$ cat src/rtl/pe_ifmap_buffer.sv
// pe_ifmap_buffer: circular input-feature-map buffer feeding a PE.
// Entries are pushed at the write pointer. A window of FILT_SIZE elements,
// starting at the base pointer, is streamed out on a valid/ready port.
// When a window retires, the base pointer advances by STRIDE entries.
// Optional feature: define IFBUF_ZPAD_EN to add the zpad input. With zpad
// set, a window emits FILT_SIZE zeros and leaves the base pointer and count
// unchanged.
module pe_ifmap_buffer #(
  parameter int DATA_WIDTH = 16,
  parameter int DEPTH      = 16,
  parameter int ADDR_WIDTH = 4,
  parameter int FILT_SIZE  = 4,
  parameter int STRIDE     = 1
) (
  input  logic                  clk,
  input  logic                  rst,
  input  logic                  in_valid,
  output logic                  in_ready,
  input  logic [DATA_WIDTH-1:0] din,
  input  logic                  start,
`ifdef IFBUF_ZPAD_EN
  input  logic                  zpad,
`endif
  output logic                  out_valid,
  input  logic                  out_ready,
  output logic [DATA_WIDTH-1:0] dout,
  output logic                  out_last,
  output logic                  done
);

  localparam int CW = ADDR_WIDTH + 1;
  localparam logic [CW-1:0]         DEPTH_CNT = CW'(DEPTH);
  localparam logic [CW-1:0]         FILT_CNT  = CW'(FILT_SIZE);
  localparam logic [CW-1:0]         STR_CNT   = CW'(STRIDE);
  localparam logic [ADDR_WIDTH-1:0] STR_PTR   = ADDR_WIDTH'(STRIDE);
  localparam logic [ADDR_WIDTH-1:0] LAST_IDX  = ADDR_WIDTH'(FILT_SIZE - 1);
  localparam logic [ADDR_WIDTH-1:0] ONE_PTR   = ADDR_WIDTH'(1);

  typedef enum logic [1:0] {S_IDLE, S_WAIT, S_READ, S_DRAIN} state_t;

  logic [DATA_WIDTH-1:0] mem [DEPTH];

  state_t                state_q, state_d;
  logic [ADDR_WIDTH-1:0] wp_q, wp_d;
  logic [ADDR_WIDTH-1:0] bp_q, bp_d;
  logic [ADDR_WIDTH-1:0] idx_q, idx_d;
  logic [CW-1:0]         count_q, count_d;
  logic [DATA_WIDTH-1:0] dout_q;
  logic                  out_valid_q, out_valid_d;
  logic                  out_last_q, out_last_d;
  logic                  done_q, done_d;
  logic                  zpad_q, zpad_d;
  logic                  zpad_req;
  logic                  push;
  logic                  retire;
  logic                  load_en;
  logic [ADDR_WIDTH-1:0] rd_addr;

`ifdef IFBUF_ZPAD_EN
  assign zpad_req = zpad;

  // Remember whether the current window is a zero-padding window.
  always_ff @(posedge clk) begin
    if (rst) zpad_q <= 1'b0;
    else     zpad_q <= zpad_d;
  end
`else
  assign zpad_req = 1'b0;
  assign zpad_q   = 1'b0;
`endif

  // Count bounds pushes so a write never lands on an unread window entry.
  assign in_ready = (count_q < DEPTH_CNT) && !rst;
  assign push     = in_valid && in_ready;
  assign rd_addr  = bp_q + idx_q;  // wraps naturally: DEPTH is a power of two
  assign wp_d     = push ? wp_q + ONE_PTR : wp_q;
  assign count_d  = count_q + CW'(push) - (retire ? STR_CNT : '0);

  // Window sequencing: next state, read index and output handshake flags.
  always_comb begin
    state_d     = state_q;
    idx_d       = idx_q;
    bp_d        = bp_q;
    out_valid_d = out_valid_q;
    out_last_d  = out_last_q;
    done_d      = 1'b0;
    zpad_d      = zpad_q;
    load_en     = 1'b0;
    retire      = 1'b0;
    case (state_q)
      S_IDLE: begin
        if (start) begin
          idx_d  = '0;
          zpad_d = zpad_req;
          if (zpad_req || count_q >= FILT_CNT) state_d = S_READ;
          else                                 state_d = S_WAIT;
        end
      end
      S_WAIT: begin
        if (count_q >= FILT_CNT) begin
          idx_d   = '0;
          state_d = S_READ;
        end
      end
      S_READ: begin
        if (!out_valid_q || out_ready) begin
          load_en     = 1'b1;
          out_valid_d = 1'b1;
          out_last_d  = (idx_q == LAST_IDX);
          idx_d       = idx_q + ONE_PTR;
          if (idx_q == LAST_IDX) state_d = S_DRAIN;
        end
      end
      S_DRAIN: begin
        if (out_ready) begin
          out_valid_d = 1'b0;
          out_last_d  = 1'b0;
          done_d      = 1'b1;
          state_d     = S_IDLE;
          if (!zpad_q) begin
            retire = 1'b1;
            bp_d   = bp_q + STR_PTR;
          end
        end
      end
      default: state_d = S_IDLE;
    endcase
  end

  // Control and pointer registers.
  always_ff @(posedge clk) begin
    if (rst) begin
      state_q     <= S_IDLE;
      wp_q        <= '0;
      bp_q        <= '0;
      idx_q       <= '0;
      count_q     <= '0;
      out_valid_q <= 1'b0;
      out_last_q  <= 1'b0;
      done_q      <= 1'b0;
    end else begin
      state_q     <= state_d;
      wp_q        <= wp_d;
      bp_q        <= bp_d;
      idx_q       <= idx_d;
      count_q     <= count_d;
      out_valid_q <= out_valid_d;
      out_last_q  <= out_last_d;
      done_q      <= done_d;
    end
  end

  // Storage array write port. It has no reset so it maps onto block RAM.
  always_ff @(posedge clk) begin
    if (push) mem[wp_q] <= din;
  end

  // Registered read port that feeds dout.
  always_ff @(posedge clk) begin
    if (rst)          dout_q <= '0;
    else if (load_en) dout_q <= zpad_q ? '0 : mem[rd_addr];
  end

  assign out_valid = out_valid_q;
  assign out_last  = out_last_q;
  assign dout      = dout_q;
  assign done      = done_q;

endmodule

$ cat config.mk
export PLATFORM = sky130hd
export DESIGN_NAME = pe_ifmap_buffer
export DESIGN_NICKNAME = d
export VERILOG_FILES = /design/src/rtl/pe_ifmap_buffer.sv
export SDC_FILE = /design/constraint.sdc
export NUM_CORES = 1
export LEC_CHECK = 0
export BUFFER_PORTS_ARGS = -buffer_cell sky130_fd_sc_hd__buf_2
export CAP_MARGIN = 30
export CORE_MARGIN = 1.5
export CORE_UTILIZATION = 45
export DETAILED_ROUTE_END_ITERATION = 8
export HOLD_SLACK_MARGIN = 0.05
export PLACE_DENSITY = 0.69
export SETUP_SLACK_MARGIN = 0.5
export SYNTH_ARGS = -nofsm -noshare
export SYNTH_HDL_FRONTEND = slang
export SYNTH_SLANG_ARGS = --single-unit
$ cat constraint.sdc
create_clock -name clk -period 5.5 [get_ports clk]
set_input_delay 0 -clock clk [delete_from_list [all_inputs] [get_ports clk]]
set_output_delay 0 -clock clk [all_outputs]
set_load 0.01 [all_outputs]
==> reports/qor.csv <==
stage,metric,value,unit
floorplanning,area of the core,25180,µm²
sta,fmax,309.6,MHz
cts,CTS tree,done,
floorplanning,die width,163.2,µm
synthesis,dominant synthesized flop cell,edfxtp_1,
placement,PortBufs,40,
cts,CTS resizes,0,
routing,starting DRC count in detailed routing,539,
routing,drt pass-1 iters,7,
synthesis,Yosys reg bits,294,
power_and_ir_drop,Gate power share,0.184,
floorplanning,Die H,163.2,µm
finish,ANT cells,0,
status,status,"complete, no violations",
sta,RSZ-0062 raised after global routing,false,
critical_path,"CP delay by family, top",adder cells,
finish,Nets,769,
cts,Worst-path clk slew,60,ps
cts,# Post-CTS Setup Buffers,0,
routing,via count,6101,
sta,post-layout min period,3230,ps
global_routing,largest net degree at the start of global routing,47,
sta,setup TNS,0,ps
cts,Sink Count,294,
finish,FILL cells,1945,
min_path,Worst Hold Class,in -> reg,
critical_path,critical path required time,5940,ps
finish,Area Growth Syn to Fin,17.17,%
critical_path,kind of critical path,reg -> reg,
synthesis,ys async rst share,0,
power_and_ir_drop,leakage power,4.630,nW
sta,Final Cycle Share,0.5873,
critical_path,maximum fanout along the worst path,36,
finish,Layout Utilization,0.5375,
global_routing,grt total ovfl,0,
critical_path,"Largest stage delay, worst path",1090,ps
synthesis,sequential fraction of the synthesis area,0.7314,
floorplanning,# rows,58,
cts,CTS H-tree depth,1,
routing,DRT antenna net count,0,
critical_path,Arrival @ worst endpoint,3670,ps
sta,worst setup slack after layout,2270,ps
power_and_ir_drop,Psw,0.001372,W
cts,Clock Tree Buf Depth,3,
placement,hpwl dp,13920,µm
power_and_ir_drop,PD cells,414.7,nW/µm²
floorplanning,die area,26640,µm²
placement,DP Worst Slack,2242,ps
finish,fraction of layout cells with a size suffix above 1,0.2707,
sta,Final Setup Violations,0,
power_and_ir_drop,switching share of power,0.2444,
floorplanning,initial core utilization,0.4587,
critical_path,Critical path buffers and inverters,1,
synthesis,Yosys cell types,41,
placement,gpl congestion,0.8011,
routing,Avg WL per Cell,22.16,µm
critical_path,Worst setup EP type,flop,
cts,cts bufs inserted,29,
sta,Pins Over Slew Limit,0,
floorplanning,Top-Level Pins,41,
sta,hold slack final,363.2,ps
power_and_ir_drop,Internal Power,0.004241,W
global_routing,GRT Util Overall,0.1859,
cts,cts hold-fix bufs,21,
routing,"wirelength, routed",23940,µm
critical_path,critical path launch point type,flop,
flow_run,Max-Cap Viols,0,
global_routing,first-pass GRT wire length,37070,µm
power_and_ir_drop,Reg power frac,0.453,
synthesis,yosys warns,0,
synthesis,syn nets,681,
routing,drt drc,0,
critical_path,critical path's slowest cell,fa_2,
critical_path,worst path cell trace,"ha_4, fa_2, buf_4, mux4_2, nand2_1, a21oi_1, a211o_1",
power_and_ir_drop,total power,0.005613,W
synthesis,Post-Syn Instances,639,
global_routing,vias in the first global route,6251,
global_routing,initial antenna violation count,0,
sta,Worst-Margin Slew,855.8,ps
power_and_ir_drop,Max rail drop VDD,208.9,µV
power_and_ir_drop,Clk pwr share,0.363,
sta,final hold violations,0,
routing,vias per inst,5.649,
sta,Slew HR,0.4295,
cts,Root Driver,clkbuf_16,
synthesis,synthesized cell area,11550,µm²
synthesis,Mapped Avg Cell Area,18.08,µm²
sta,clock skew,9.857,ps
synthesis,"EDFF count, synth",256,
cts,"Clk Latency, worst-skew pair",550,ps
[path summary, 6_finish.rpt]
path | slack [ps] | from | cells after the start | endpoint
worst max-delay path | 2270 | bp_q[0] | 7 | dout[4]
worst min-delay path | 360 | din[12] | 2 | mem[9][12]
worst max register to register | 2270 | bp_q[0] | 7 | dout[4]
worst min register to register | 460 | dout[1] | 1 | dout[1]
[power groups by stage]
stage	clock network (W)	logic, W	registers, W
3_3_place_gp	0	0.000985	0.00258
6_report	0.00204	0.00103	0.00254
4_1_cts	0.00207	0.00103	0.00254
5_1_grt	0.00214	0.00113	0.00255
2_1_floorplan	0	0.000797	0.00259
3_5_place_dp	0	0.00102	0.00259
[stage by stage]
| stage | instance area (µm²) | instances |
|---|---|---|
| global placement | 12260 | 1000 |
| CTS | 13510 | 1079 |
| detailed placement | 12300 | 1004 |
| floorplan | 11550 | 639 |
| finish | 13530 | 1080 |
| global route | 13530 | 1080 |
[area by class of cell]
class	instances	area, µm²	share of cell area
inverter	15	56.30	0.004160
clock inverter	17	209.0	0.01544
tap	330	412.9	0.03051
clock buffer	37	785.8	0.05806
timing repair buffer	85	625.6	0.04622
sequential	294	8448	0.6242
multi-input combinational	302	2997	0.2214
[layer usage]
metal / global-route usage / vias to the layer above / routed length (µm)
li1: - / 2667 / -
met1: 0.2632 / 3216 / 10460
met2: 0.3057 / 174 / 11600
met3: 0.02717 / 44 / 1442
met4: 0.04379 / 0 / 437
met5: 0 / - / 0
[worst register-to-register path, delay by kind of cell, from the launching register on]
| kind | cells | cell delay, ps |
|---|---|---|
| buffers and inverters | 1 | 630 |
| AO/OA/AOI/OAI | 2 | 350 |
| flip-flops | 1 | 370 |
| multiplexers | 1 | 410 |
| adder cells (fa/ha/maj) | 2 | 1280 |
| AND/OR/NAND/NOR | 1 | 80 |
[cell families (layout without fill, tap and decap cells)]
family | after synthesis | in the layout | synth area share
fa+ha+maj | 21 | 21 | 0.02405
buf+inv | 43 | 154 | 0.01614
compound gates | 68 | 68 | 0.04030
xor+xnor | 15 | 15 | 0.01137
mux | 67 | 67 | 0.1280
flops | 294 | 294 | 0.7314
simple gates | 131 | 131 | 0.04874
[cells in the final DEF (no fill, tap or decap), types with 2 or more instances in the layout]
| cell | count |
|---|---|
| a21o_1 | 3 |
| dlygate4sd3_1 | 21 |
| buf_6 | 4 |
| nor2_2 | 12 |
| bufinv_16 | 4 |
| clkinv_1 | 4 |
| nand2b_1 | 3 |
| nor2b_1 | 4 |
| nor2_1 | 20 |
| nor3_2 | 4 |
| nand4_1 | 2 |
| ha_1 | 18 |
| inv_1 | 14 |
| buf_4 | 19 |
| buf_2 | 40 |
| edfxtp_1 | 256 |
| a21oi_1 | 39 |
| clkbuf_16 | 29 |
| clkinvlp_4 | 4 |
| clkbuf_1 | 5 |
| nand3_1 | 4 |
| mux4_2 | 64 |
| a211o_1 | 16 |
| xnor2_1 | 5 |
| mux2i_2 | 2 |
| dfxtp_1 | 38 |
| xor2_1 | 8 |
| nand2_1 | 76 |
| clkbuf_8 | 3 |
| clkinv_2 | 3 |
[synthesized netlist by cell type (all sizes together) (2+ instances only)]
master,instances,area share
buf,12,0.0061
nor2,32,0.010
nand2b,3,0.0016
nor3,4,0.0017
nand4,2,0.0011
ha,19,0.021
nand2,76,0.025
xnor2,6,0.0045
mux2i,3,0.0032
fa,2,0.0035
a21o,3,0.0019
a211o,16,0.012
inv,15,0.0049
a21oi,40,0.018
mux4,64,0.12
edfxtp,256,0.67
nor2b,4,0.0022
dfxtp,38,0.066
clkbuf,16,0.0052
a32oi,2,0.0031
nand3,4,0.0017
xor2,9,0.0068
[state kept, by name, summed over array words and instances (netlist names)]
name       cells
idx_q          4
bp_q           4
state_q        2
wp_q           4
out_last       1
dout          16
out_valid      1
done           1
count_q        5
mem          256
(Power assumes the default switching activity.)
